File: src/rtl/uart_ctrl_pkg.sv
// Shared constants and state encoding for the UART register-bus sequencer.
// Register map and LSR bit positions follow the 16550 layout.
package uart_ctrl_pkg;

    localparam logic [2:0] REG_THR = 3'd0;
    localparam logic [2:0] REG_DLL = 3'd0;
    localparam logic [2:0] REG_IER = 3'd1;
    localparam logic [2:0] REG_DLM = 3'd1;
    localparam logic [2:0] REG_FCR = 3'd2;
    localparam logic [2:0] REG_LCR = 3'd3;
    localparam logic [2:0] REG_LSR = 3'd5;

    localparam int LSR_THRE = 5;
    localparam int LSR_TEMT = 6;

    localparam logic [7:0] FCR_INIT = 8'h07;
    localparam logic [7:0] LCR_DLAB = 8'h80;

    typedef enum logic [3:0] {
        S_IDLE      = 4'd0,
        S_CFG_DLAB  = 4'd1,
        S_CFG_DLL   = 4'd2,
        S_CFG_DLM   = 4'd3,
        S_CFG_LCR   = 4'd4,
        S_CFG_FCR   = 4'd5,
        S_THRE_RD   = 4'd6,
        S_THRE_CHK  = 4'd7,
        S_THRE_WAIT = 4'd8,
        S_MEM_RD    = 4'd9,
        S_MEM_WAIT  = 4'd10,
        S_THR_WR    = 4'd11,
        S_TEMT_RD   = 4'd12,
        S_TEMT_CHK  = 4'd13,
        S_TEMT_WAIT = 4'd14,
        S_DONE      = 4'd15
    } state_e;

endpackage

File: src/rtl/uart_poll_timer.sv
// Down-counter that spaces LSR polls: load on a failed check, expire after GAP enabled cycles.
// A single instance serves both the THRE and the TEMT poll loops.
module uart_poll_timer #(
    parameter int GAP = 4
) (
    input  logic clk_i,
    input  logic rst_i,
    input  logic load_i,
    input  logic en_i,
    output logic expire_o
);

    localparam int CW = (GAP > 1) ? $clog2(GAP) : 1;

    logic [CW-1:0] cnt_q;
    logic [CW-1:0] cnt_d;

    // Next count: reload, count down while enabled, otherwise hold
    always_comb begin
        cnt_d = cnt_q;
        if (load_i) begin
            cnt_d = CW'(GAP - 1);
        end else if (en_i && (cnt_q != {CW{1'b0}})) begin
            cnt_d = cnt_q - CW'(1);
        end else begin
            cnt_d = cnt_q;
        end
    end

    // Counter register
    always_ff @(posedge clk_i or posedge rst_i) begin
        if (rst_i) begin
            cnt_q <= {CW{1'b0}};
        end else begin
            cnt_q <= cnt_d;
        end
    end

    assign expire_o = (cnt_q == {CW{1'b0}});

endmodule

File: src/rtl/uart_mem_tx_sched.sv
// Sole master of the 16550 register bus: programs the line, then streams a RAM
// buffer into THR in FIFO-sized bursts paced by LSR polling, and pulses done on TEMT.
module uart_mem_tx_sched
    import uart_ctrl_pkg::*;
#(
    parameter int ADDR_W     = 10,
    parameter int FIFO_DEPTH = 16,
    parameter int POLL_GAP   = 4
) (
    input  logic              clk_i,
    input  logic              rst_i,
    input  logic              start_i,
    input  logic [ADDR_W-1:0] base_addr_i,
    input  logic [ADDR_W:0]   len_i,
    input  logic [15:0]       cfg_div_i,
    input  logic [7:0]        cfg_lcr_i,
    output logic              mem_rd_en_o,
    output logic [ADDR_W-1:0] mem_addr_o,
    input  logic [7:0]        mem_rdata_i,
    output logic              uart_wr_o,
    output logic              uart_rd_o,
    output logic [2:0]        uart_addr_o,
    output logic [7:0]        uart_din_o,
    input  logic [7:0]        uart_dout_i,
    output logic              busy_o,
    output logic              done_o
);

    localparam int LEN_W = ADDR_W + 1;
    localparam int BC_W  = $clog2(FIFO_DEPTH + 1);

    state_e              state_q, state_d;
    logic [ADDR_W-1:0]   ptr_q, ptr_d;
    logic [LEN_W-1:0]    rem_q, rem_d;
    logic [BC_W-1:0]     bcnt_q, bcnt_d;
    logic [15:0]         div_q, div_d;
    logic [7:0]          lcr_q, lcr_d;

    logic                mem_rd_en_q, mem_rd_en_d;
    logic [ADDR_W-1:0]   mem_addr_q, mem_addr_d;
    logic                uart_wr_q, uart_wr_d;
    logic                uart_rd_q, uart_rd_d;
    logic [2:0]          uart_addr_q, uart_addr_d;
    logic [7:0]          uart_din_q, uart_din_d;
    logic                busy_q, busy_d;
    logic                done_q, done_d;

    logic                timer_load_s;
    logic                timer_en_s;
    logic                timer_expire_s;

    function automatic logic [BC_W-1:0] burst_len(input logic [LEN_W-1:0] rem);
        if (rem > LEN_W'(FIFO_DEPTH)) begin
            burst_len = BC_W'(FIFO_DEPTH);
        end else begin
            burst_len = BC_W'(rem);
        end
    endfunction

    assign timer_load_s = ((state_q == S_THRE_CHK) && !uart_dout_i[LSR_THRE]) ||
                          ((state_q == S_TEMT_CHK) && !uart_dout_i[LSR_TEMT]);
    assign timer_en_s   = (state_q == S_THRE_WAIT) || (state_q == S_TEMT_WAIT);

    uart_poll_timer #(.GAP(POLL_GAP)) u_poll_timer (
        .clk_i    (clk_i),
        .rst_i    (rst_i),
        .load_i   (timer_load_s),
        .en_i     (timer_en_s),
        .expire_o (timer_expire_s)
    );

    // State and job-context registers
    always_ff @(posedge clk_i or posedge rst_i) begin
        if (rst_i) begin
            state_q <= S_IDLE;
            ptr_q   <= {ADDR_W{1'b0}};
            rem_q   <= {LEN_W{1'b0}};
            bcnt_q  <= {BC_W{1'b0}};
            div_q   <= 16'h0000;
            lcr_q   <= 8'h00;
        end else begin
            state_q <= state_d;
            ptr_q   <= ptr_d;
            rem_q   <= rem_d;
            bcnt_q  <= bcnt_d;
            div_q   <= div_d;
            lcr_q   <= lcr_d;
        end
    end

    // Next-state logic
    always_comb begin
        state_d = state_q;
        case (state_q)
            S_IDLE: begin
                if (start_i) begin
                    state_d = (len_i != {LEN_W{1'b0}}) ? S_CFG_DLAB : S_DONE;
                end else begin
                    state_d = S_IDLE;
                end
            end
            S_CFG_DLAB:  state_d = S_CFG_DLL;
            S_CFG_DLL:   state_d = S_CFG_DLM;
            S_CFG_DLM:   state_d = S_CFG_LCR;
            S_CFG_LCR:   state_d = S_CFG_FCR;
            S_CFG_FCR:   state_d = S_THRE_RD;
            S_THRE_RD:   state_d = S_THRE_CHK;
            S_THRE_CHK:  state_d = uart_dout_i[LSR_THRE] ? S_MEM_RD : S_THRE_WAIT;
            S_THRE_WAIT: state_d = timer_expire_s ? S_THRE_RD : S_THRE_WAIT;
            S_MEM_RD:    state_d = S_MEM_WAIT;
            S_MEM_WAIT:  state_d = S_THR_WR;
            S_THR_WR: begin
                if (bcnt_q == BC_W'(1)) begin
                    state_d = (rem_q == LEN_W'(1)) ? S_TEMT_RD : S_THRE_RD;
                end else begin
                    state_d = S_MEM_RD;
                end
            end
            S_TEMT_RD:   state_d = S_TEMT_CHK;
            S_TEMT_CHK:  state_d = uart_dout_i[LSR_TEMT] ? S_DONE : S_TEMT_WAIT;
            S_TEMT_WAIT: state_d = timer_expire_s ? S_TEMT_RD : S_TEMT_WAIT;
            S_DONE:      state_d = S_IDLE;
            default:     state_d = S_IDLE;
        endcase
    end

    // Job context: captured on accepted start, advanced on each THR write
    always_comb begin
        ptr_d  = ptr_q;
        rem_d  = rem_q;
        bcnt_d = bcnt_q;
        div_d  = div_q;
        lcr_d  = lcr_q;
        case (state_q)
            S_IDLE: begin
                if (start_i) begin
                    ptr_d = base_addr_i;
                    rem_d = len_i;
                    div_d = cfg_div_i;
                    lcr_d = cfg_lcr_i & ~LCR_DLAB;
                end else begin
                    ptr_d = ptr_q;
                end
            end
            S_THRE_CHK: begin
                if (uart_dout_i[LSR_THRE]) begin
                    bcnt_d = burst_len(rem_q);
                end else begin
                    bcnt_d = bcnt_q;
                end
            end
            S_THR_WR: begin
                ptr_d  = ptr_q + ADDR_W'(1);
                rem_d  = rem_q - LEN_W'(1);
                bcnt_d = bcnt_q - BC_W'(1);
            end
            default: begin
                ptr_d = ptr_q;
            end
        endcase
    end

    // Output decode from the upcoming state so every bus output leaves a flop
    always_comb begin
        mem_rd_en_d = 1'b0;
        mem_addr_d  = {ADDR_W{1'b0}};
        uart_wr_d   = 1'b0;
        uart_rd_d   = 1'b0;
        uart_addr_d = 3'd0;
        uart_din_d  = 8'h00;
        done_d      = 1'b0;
        busy_d      = (state_d != S_IDLE) && (state_d != S_DONE);
        case (state_d)
            S_CFG_DLAB: begin uart_wr_d = 1'b1; uart_addr_d = REG_LCR; uart_din_d = LCR_DLAB;    end
            S_CFG_DLL:  begin uart_wr_d = 1'b1; uart_addr_d = REG_DLL; uart_din_d = div_q[7:0];  end
            S_CFG_DLM:  begin uart_wr_d = 1'b1; uart_addr_d = REG_DLM; uart_din_d = div_q[15:8]; end
            S_CFG_LCR:  begin uart_wr_d = 1'b1; uart_addr_d = REG_LCR; uart_din_d = lcr_q;       end
            S_CFG_FCR:  begin uart_wr_d = 1'b1; uart_addr_d = REG_FCR; uart_din_d = FCR_INIT;    end
            S_THRE_RD, S_TEMT_RD: begin
                uart_rd_d   = 1'b1;
                uart_addr_d = REG_LSR;
            end
            S_MEM_RD: begin
                mem_rd_en_d = 1'b1;
                mem_addr_d  = ptr_d;
            end
            S_THR_WR: begin
                uart_wr_d   = 1'b1;
                uart_addr_d = REG_THR;
                uart_din_d  = mem_rdata_i;
            end
            S_DONE:  done_d = 1'b1;
            default: done_d = 1'b0;
        endcase
    end

    // Output registers
    always_ff @(posedge clk_i or posedge rst_i) begin
        if (rst_i) begin
            mem_rd_en_q <= 1'b0;
            mem_addr_q  <= {ADDR_W{1'b0}};
            uart_wr_q   <= 1'b0;
            uart_rd_q   <= 1'b0;
            uart_addr_q <= 3'd0;
            uart_din_q  <= 8'h00;
            busy_q      <= 1'b0;
            done_q      <= 1'b0;
        end else begin
            mem_rd_en_q <= mem_rd_en_d;
            mem_addr_q  <= mem_addr_d;
            uart_wr_q   <= uart_wr_d;
            uart_rd_q   <= uart_rd_d;
            uart_addr_q <= uart_addr_d;
            uart_din_q  <= uart_din_d;
            busy_q      <= busy_d;
            done_q      <= done_d;
        end
    end

    assign mem_rd_en_o = mem_rd_en_q;
    assign mem_addr_o  = mem_addr_q;
    assign uart_wr_o   = uart_wr_q;
    assign uart_rd_o   = uart_rd_q;
    assign uart_addr_o = uart_addr_q;
    assign uart_din_o  = uart_din_q;
    assign busy_o      = busy_q;
    assign done_o      = done_q;

endmodule
File: config.mk
export PLATFORM = sky130hd
export DESIGN_NAME = uart_mem_tx_sched
export DESIGN_NICKNAME = d
export VERILOG_FILES = /design/src/rtl/uart_ctrl_pkg.sv /design/src/rtl/uart_poll_timer.sv /design/src/rtl/uart_mem_tx_sched.sv
export SDC_FILE = /design/constraint.sdc
export NUM_CORES = 1
export LEC_CHECK = 0
export ABC_AREA = 1
export BUFFER_PORTS_ARGS = -buffer_cell sky130_fd_sc_hd__buf_4
export CAP_MARGIN = 40
export CORE_MARGIN = 2
export CORE_UTILIZATION = 55
export CTS_CLUSTER_SIZE = 10
export DETAILED_ROUTE_END_ITERATION = 6
export PLACE_DENSITY = 0.81
export SYNTH_ARGS = -nofsm -noshare
export SYNTH_HDL_FRONTEND = slang
export SYNTH_SLANG_ARGS = --single-unit
File: constraint.sdc
create_clock -name clk_i -period 2.7 [get_ports clk_i]
set_input_delay 0.27 -clock clk_i [delete_from_list [all_inputs] [get_ports clk_i]]
set_output_delay 0.27 -clock clk_i [all_outputs]
set_load 0.05 [all_outputs]
Word-level counts from Yosys, hierarchy flattened
Index checks and enable logic that the tools add are counted.
Word-level totals
  register bits after elaboration: 81
  input port bits: 64
  output and inout bits: 26
  logic and storage cells: 97
Operators by class
  $add $sub $neg: 4
  order comparisons: 1
  eq/ne operators: 30
  multiplexer cells: 25
  reduce and logical (&&, ||, !) cells: 22
Operators by type and width (number)
  $pmux W4 S16: 1
  $eq A4 B4 Y1 const B: 12
  $pmux W8 S6: 1
  $eq A4 B3 Y1 const B: 7
  $pmux W11 S2: 1
  $mux W10: 2
  $mux W4: 5
  $pmux W10 S2: 1
  $eq A4 B2 Y1 const B: 4
  $pmux W3 S4: 1
  $eq A11 B1 Y1 const B: 1
  $gt A11 B5 Y1 const B: 1
  $mux W11: 1
  $reduce_bool A11 Y1: 1
  $sub A11 B1 Y11 const B: 1
  $add A10 B1 Y10 const B: 1
  $mux W5: 2
  $pmux W5 S2: 1
  $eq A4 B1 Y1 const B: 2
  $reduce_bool A2 Y1: 4
  $mux W1: 6
  $mux W2: 3
  $reduce_and A2 Y1: 3
  $reduce_or A6 Y1: 1
  12 further kinds: 19

Logic depth before layout (Yosys ltp)
Gate-level depths: netlist of run 1.
  depth after elaboration: 7
  depth in mapped cells: 14
  mapped depth without buffers: 14

Hierarchy
A second synthesis of run 1 with hierarchy kept.
Second synthesis, totals
  cells, all modules: 517
  area, all modules: 4083.9 um^2
Modules (own cells, without submodules)
  uart_mem_tx_sched: times used 1, cells an instance 501, area each 3967.6 um^2, seq. area each 1976.9 um^2
  uart_poll_timer: times used 1, cells an instance 16, area each 116.4 um^2, seq. area each 50.0 um^2

Least setup slack after synthesis of run 1
OpenSTA, ideal clock, no wires.
  kind: flip-flop to flip-flop
  from: register bcnt_q[1]
  to: register uart_addr_q[0] (netlist: uart_addr_o[0])
  setup time: 0.120 ns
  arrival: 1.407 ns
  required time: 2.580 ns
  setup slack: 1.174 ns
  cell stages (with the launch flop): 14
  buffers on the path: 0
  period minus slack after synthesis: 1.526 ns
  cells stage by stage: dfrtp_1 -> inv_1 -> ha_1 -> inv_1 -> nor2_1 -> nand2_1 -> nand2_2 -> nand2_1 -> nor2_4 -> nand3_2 -> nand2_2 -> nor2_2 -> nor2_2 -> nand2_1
On the way
  longest elaborated chain between the ends: 6
  elaborated cells between the ends (all ways): 12
  classes of those cells: 7 x eq/ne; 3 x mux; 2 x reduce/logical
Ends and longest elaborated chain
  start: declaration: line uart_mem_tx_sched.sv:35  | logic [BC_W-1:0] bcnt_q, bcnt_d;
  start signal: assignment: line uart_mem_tx_sched.sv:78  | bcnt_q <= {BC_W{1'b0}};
  start signal: assignment: line uart_mem_tx_sched.sv:85  | bcnt_q <= bcnt_d;
  $eq A5 B1 Y1 (*): line uart_mem_tx_sched.sv:113  | if (bcnt_q == BC_W'(1)) begin
  $mux W4 (*): line uart_mem_tx_sched.sv:113
  $pmux W4 S16 (*): line uart_mem_tx_sched.sv:94  | case (state_q)
  via state_d[3]: line uart_mem_tx_sched.sv:32  | state_e state_q, state_d;
  $eq A4 B3 Y1 (tied with other cells): line uart_mem_tx_sched.sv:173  | case (state_d)
  $reduce_or A2 Y1, on equally long branches
  $pmux W3 S4 (*): line uart_mem_tx_sched.sv:173
  via uart_addr_d[0]: line uart_mem_tx_sched.sv:43  | logic [2:0] uart_addr_q, uart_addr_d;
  end signal: assignment: line uart_mem_tx_sched.sv:213  | uart_addr_q <= uart_addr_d;
  end: declaration: line uart_mem_tx_sched.sv:43
The timed path passes the listed nets; every way through them passes the cells marked *.
A chain may end at the register's enable or synchronous reset.

Worst setup path after layout of run 1
  from: register state_q[0]
  to: register mem_addr_q[6] (netlist: mem_addr_o[6])
On the way
  longest elaborated chain between the ends: 4
  elaborated cells between the ends (all ways): 20
  classes of those cells: 16 x eq/ne; 3 x mux; 1 x reduce/logical
Ends and longest elaborated chain
  start: declaration: line uart_mem_tx_sched.sv:32
  start signal: assignment: line uart_mem_tx_sched.sv:82  | state_q <= state_d;
  $eq A4 B4 Y1 (tied with other cells): line uart_mem_tx_sched.sv:94
  $pmux W4 S16: line uart_mem_tx_sched.sv:94
  $eq A4 B4 Y1: line uart_mem_tx_sched.sv:173
  $mux W10 (*): line uart_mem_tx_sched.sv:173
  via mem_addr_d[6]: line uart_mem_tx_sched.sv:40  | logic [ADDR_W-1:0] mem_addr_q, mem_addr_d;
  end signal: assignment: line uart_mem_tx_sched.sv:201  | mem_addr_q <= {ADDR_W{1'b0}};
  end signal: assignment: line uart_mem_tx_sched.sv:210  | mem_addr_q <= mem_addr_d;
  end: declaration: line uart_mem_tx_sched.sv:40
Marked as above.

==> results of run 1 <==
==> layout make-up <==
type                    instances  area, µm²
inverters                      68        259
repair buffers                 84        643
clock buffers                  11        131
flip-flops and latches         81       2030
well taps                      99        124
multi-input cells             361       1800
clock inverters                 5       80.1
fillers                       629       2220
==> registers in the layout, indices dropped and copies added (netlist names) <==
name                cells
uart_addr_o             3
ptr_q                  10
mem_rd_en_o             1
bcnt_q                  5
uart_din_o              8
uart_wr_o               1
div_q                  16
state_q                 4
done_o                  1
lcr_q                   7
busy_o                  1
uart_rd_o               1
rem_q                  11
mem_addr_o             10
u_poll_timer.cnt_q      2
==> metal layers <==
metal  GRT usage, %  up-vias  wire length [µm]
met5              0        -                 0
li1               -     1833                 -
met4           8.08        0               167
met3           4.01       16               666
met2           42.3      154              4830
met1           32.4     1726              4160
==> where the power goes <==
group          switching, µW  leakage [µW]  total (µW)  internal [µW]
Clock                    436     0.0000995         956            520
Combinational           1740       0.00158        2590            843
Sequential               344       0.00102        2060           1720
==> through the flow <==
step	util, %	worst slack (ns)	cells	hold slack [ns]	power (µW)
5_1_grt	69.5	0.374	709	0.109	6040
3_3_place_gp	66.6	0.659	693	0.435	4540
2_1_floorplan	-	0.350	520	0.380	3970
3_5_place_dp	66.6	0.590	693	0.443	4630
4_1_cts	69.5	0.570	709	0.0654	5600
6_report	69.5	0.584	709	0.0310	5600
==> worst register-to-register path, stage by stage (launching register included) <==
cell and delay, ns:
dfrtp_1 0.48, nor2_2 0.25, nand2_2 0.13, inv_2 0.10, nand2_4 0.23, inv_4 0.43, nand2_1 0.13, o21ai_1 0.11
inv_1 0.07, a21oi_1 0.12
==> cell usage in the layout, fill, tap and decap left out, types with 2 or more instances in the layout <==
| master | synthesis | layout |
|---|---|---|
| a21oi_1 | 13 | 13 |
| a221oi_1 | 3 | 3 |
| a22oi_1 | 3 | 3 |
| buf_4 | 1 | 83 |
| bufinv_16 | 0 | 2 |
| clkbuf_1 | 2 | 2 |
| clkbuf_8 | 0 | 9 |
| clkinv_2 | 0 | 2 |
| clkinvlp_4 | 0 | 2 |
| dfrtp_1 | 81 | 81 |
| ha_1 | 7 | 7 |
| inv_1 | 60 | 59 |
| inv_2 | 7 | 7 |
| nand2_1 | 174 | 174 |
| nand2_2 | 12 | 12 |
| nand2_4 | 3 | 3 |
| nand3_1 | 31 | 31 |
| nand3_2 | 4 | 4 |
| nand4_1 | 8 | 8 |
| nor2_1 | 36 | 36 |
| nor2_2 | 11 | 11 |
| nor2_4 | 3 | 3 |
| nor3_1 | 5 | 5 |
| o211ai_1 | 9 | 9 |
| o21ai_0 | 17 | 17 |
| o21ai_1 | 2 | 2 |
| o221ai_1 | 3 | 3 |
| o31ai_1 | 2 | 2 |
| xor2_1 | 2 | 2 |
==> kinds of logic (layout without fill, tap and decap cells) <==
logic type      Yosys count  after routing  synth area share [%]
buf+inv                  78            168                  7.72
simple gates            292            292                  31.5
compound gates           60             60                  9.43
fa+ha+maj                 7              7                  2.11
xor+xnor                  2              2                 0.422
flops                    81             81                  48.8
==> worst paths after layout <==
path | end | from | depth (start not counted)
worst max register to register | mem_addr_o[6] | state_q[0] | 9
max in group asynchronous | state_q[1] | rst_i | 3
worst max-delay path | mem_addr_o[6] | state_q[0] | 9
min in group clk_i | lcr_q[0] | cfg_lcr_i[0] | 3
worst min-delay path | div_q[0] | rst_i | 2
worst min register to register | rem_q[10] | rem_q[10] | 2
==> results.txt, run 1 <==
Outcome = finished, final reports clean
Pwr dens = 1100 nW/µm²
Detail Placement HPWL = 7.02 mm
Drt total wl = 9.82 mm
Layout Skew = 0.00845 ns
Initial antenna violation count = 0
Port Buffers = 82
Critical-path top delay cell = dfrtp_1
Die Y-Extent = 90.9 µm
ANT nets after route = 0
Area grow syn2layout = 22.1%
CTS resizes = 0
Seq/Total Area, Yosys = 48.8%
Unique masters post-synth = 41
Post-DP Area = 4860 µm²
Die area = 8260 µm²
Most common cell in the synthesized netlist = nand2_1
Flop2flop setup slack = 0.58 ns
Synth Net Count = 591
Core Box Area = 7290 µm²
Max VDD drop = 0.599 mV
Slew @ Worst Pin = 0.779 ns
Largest net degree at the start of global routing = 46
Area share of the largest cell type after synthesis = 48.8%
Post-CTS setup buffer count = 0
Area of the mapped netlist = 4150 µm²
Leak Pwr = 0.00270 µW
Drt initial violations = 324
Worst path max stage delay = 0.48 ns
First-pass GRT wire length = 16.5 mm
Layout cells sized above 1 = 23.6%
I/O Pins = 90
Routability cong. = 0.899
CTS tree = yes
Worst-path cell chain = nor2_2 > nand2_2 > inv_2 > nand2_4 > inv_4 > nand2_1 > o21ai_1 > inv_1 > a21oi_1
Gr usage total = 24.8%
CP arrival = 2.39 ns
Top_reg_cell synth = dfrtp_1
Ranking of synthesized cells by area = dfrtp_1, nand2_1, inv_1
Crit path capture type = flop
Setup CP Type = reg -> reg
Htree depth = 3
Root buffer cell = clkbuf_8
Rows = 31
Ys Warns = 0
CP top delay family = simple AND/OR/NAND/NOR gates
Final period util = 78.4%
Highest Clock Rate = 473 MHz
Min-Delay Path Class = in -> async
Chip width = 90.9 µm
# DRC = 0
Max_cap viols = 0
Yosys top cell by area = dfrtp_1
Total CTS buffers = 9
Critical path launch point type = flop
ANT cells = 0
Pins Over Slew Limit = 0
CP Buf/Inv Count = 3
Detailed Routing Iterations Pass 1 = 7
Post-route cell area = 5070 µm²
Hold_buf cts = 0
Clk_lat worst skew = 0.35 ns
Vias in the first global route = 3589
Sink Count = 81
CTS Buffer Depth = 2
Synth Area per Inst = 7.98 µm²
Clock-pin slew on the worst setup and hold paths = 0.08 ns
Total negative slack = 0 ns
Fin nets = 676
Initial cell density of the core = 56.9%
Async S/R FF share, synth = 100%
Cells after synthesis = 520
Setup Viol. Count Final = 0
Vias after detailed routing = 3729
Via-to-Cell Ratio = 5.26
Synth top cells by count = nand2_1, dfrtp_1, inv_1
Crit Path Max Fanout = 44
Slew HR = 48.0%
Number of synthesized flops with an enable pin = 0
Post-layout min period = 2.12 ns
RSZ-0062 raised after global routing = false
Congestion Overflow GR = 0
Routed len/inst = 13.8 µm
Worst EP required = 2.98 ns
Seq cells post-synth = 81
Final Hold Viols = 0
(Power assumes the default switching activity.)
==> run 2, diff against run 1 <==
- clock period: 2.7 -> 2.1 ns (I/O delays scaled with it)
==> results.txt, run 2 (synthesis gave the netlist of run 1 again) <==
Chip width = 90.9 µm (unchanged)
Total negative slack = 0 ns (unchanged)
Congestion Overflow GR = 0 (unchanged)
Core Box Area = 7290 µm² (unchanged)
Commonest non-fill, non-tap cells in the layout = nand2_1, buf_4, dfrtp_1
Routed len/inst = 13.9 µm (+0.14%)
Vias after detailed routing = 3663 (-1.8%)
Port Buffers = 82 (unchanged)
CP arrival = 2.12 ns (-0.27 ns)
Leak Pwr = 0.00274 µW (+1.4%)
CTS tree = yes
Final period util = 87.4% (+9.0 points)
Most flop-heavy register = div_q
Total CTS buffers = 9 (unchanged)
Die Y-Extent = 90.9 µm (unchanged)
Area grow syn2layout = 23.5%
Max VDD drop = 0.753 mV (+26%)
Pwr dens = 1430 nW/µm² (+29%)
Max reg flops = 16 (unchanged)
Layout Skew = 0.00918 ns (+0.000730 ns)
Vias in the first global route = 3582 (-0.20%)
CTS resizes = 0 (unchanged)
Non-filler cells, final = 714 (+0.71%)
Setup CP Type = reg -> reg
Post-route cell area = 5130 µm² (+1.2%)
Largest net degree at the start of global routing = 82 (+78%)
Htree depth = 3 (unchanged)
ANT cells = 0 (unchanged)
Commonest non-fill, non-tap cell in the layout = nand2_1
Initial cell density of the core = 56.9% (unchanged)
ANT nets after route = 0 (unchanged)
Min-Delay Path Class = in -> reg
CTS Buffer Depth = 2 (unchanged)
Initial antenna violation count = 0 (unchanged)
I/O Pins = 90 (unchanged)
Die area = 8260 µm² (unchanged)
Layout cells sized above 1 = 24.2% (+0.62 points)
Number of fill cells in the layout = 619 (-1.6%)
Outcome = finished, final reports clean
Critical path launch point type = flop
Crit path capture type = flop
Max_cap viols = 0 (unchanged)
Detail Placement HPWL = 7.05 mm (+0.45%)
Gr usage total = 25.2% (+0.38 points)
First-pass GRT wire length = 16.7 mm (+0.92%)
Worst EP required = 2.39 ns (-0.59 ns)
Post-CTS setup buffer count = 0 (unchanged)
Crit Path Max Fanout = 28 (-36%)
Highest Clock Rate = 545 MHz (+15%)
Final Hold Viols = 0 (unchanged)
Setup Viol. Count Final = 0 (unchanged)
Clock-pin slew on the worst setup and hold paths = 0.08 ns (about the same)
Post-layout min period = 1.83 ns (-0.281 ns)
Slew @ Worst Pin = 0.447 ns (-0.332 ns)
Placed Cells = 697 (+0.58%)
Drt total wl = 9.90 mm (+0.85%)
Largest registers = div_q x16, rem_q x11
RSZ-0062 raised after global routing = false
Fin nets = 681 (+0.74%)
Final worst hold slack = 0.0482 ns (+0.0172 ns)
Via-to-Cell Ratio = 5.13 (-2.5%)
Rows = 31 (unchanged)
Drt initial violations = 271 (-16%)
Post-DP Area = 4890 µm² (+0.67%)
Routability cong. = 0.893 (-0.65%)
# DRC = 0 (unchanged)
Clk_lat worst skew = 0.35 ns (about the same)
Detailed Routing Iterations Pass 1 = 4 (-3)
Slew HR = 70.2% (+22 points)
Pins Over Slew Limit = 0 (unchanged)
Sink Count = 81 (unchanged)
Root buffer cell = clkbuf_8
-- run 2: changes by cell type in the layout (fill, tap and decap cells not counted), sizes merged --
cell         delta
buf             +4
clkbuf          +1
clkinv          -1
clkinvlp        -1
dlygate4sd3     +1
inv             +1
-- run 2: power by group --
| group | internal (µW) | total [µW] | switching, µW |
|---|---|---|---|
| clock network | 738 | 1310 | 571 |
| registers | 2210 | 2660 | 456 |
| logic | 1110 | 3340 | 2230 |
| total | 4060 | 7320 | 3260 |
-- run 2: layout make-up --
cell class | instances | area [µm²] | area share [%]
tap | 99 | 124 | 2.42
inverter | 68 | 262 | 5.10
multi-input combinational | 361 | 1800 | 35.2
clock buffer | 12 | 155 | 3.03
clock inverter | 4 | 73.8 | 1.44
timing repair buffer | 89 | 683 | 13.3
sequential | 81 | 2030 | 39.5
-- run 2: worst max-delay path, stage by stage (launching register included) --
cell,delay (ns)
dfrtp_1,0.46
nor2_2,0.26
nand2_2,0.12
inv_2,0.09
nand2_4,0.12
inv_4,0.27
buf_4,0.28
nand2_1,0.08
nand2_1,0.07
-- run 2: worst paths after layout --
check                                  start       endpoint  slack (ns)  cells after the start
worst max-delay path              state_q[1]       lcr_q[5]        0.27                      8
worst min-delay path            cfg_div_i[0]       div_q[0]        0.05                      3
worst max register to register    state_q[1]       lcr_q[5]        0.27                      8
worst min register to register      lcr_q[6]       lcr_q[6]        0.48                      2
max in group asynchronous              rst_i  mem_addr_o[9]        1.24                      4
min in group asynchronous              rst_i       rem_q[6]        0.53                      4
-- run 2: what timing repair did --
item | in CTS | in global routing
hold buffers | 1 | 0
endpoints found under the setup margin | 0 | 0
endpoints found under the hold margin | 50 | 0
-- run 2: per-layer routing --
layer	GRT usage [%]	vias up	wire, µm
li1	-	1850	-
met3	3.59	17	467
met1	33.7	1696	4350
met2	41.9	100	4870
met4	9.47	0	208
met5	0	-	0
-- run 2: stage by stage --
| step | setup slack [ns] | power (µW) | utilization, % |
|---|---|---|---|
| detailed placement | 0.309 | 6000 | 67.1 |
| floorplan | 0.574 | 5110 | - |
| finish | 0.265 | 7320 | 70.3 |
| CTS | 0.263 | 7320 | 70.3 |
| global route | 0.109 | 7880 | 70.3 |
| global placement | 0.348 | 5860 | 67.1 |
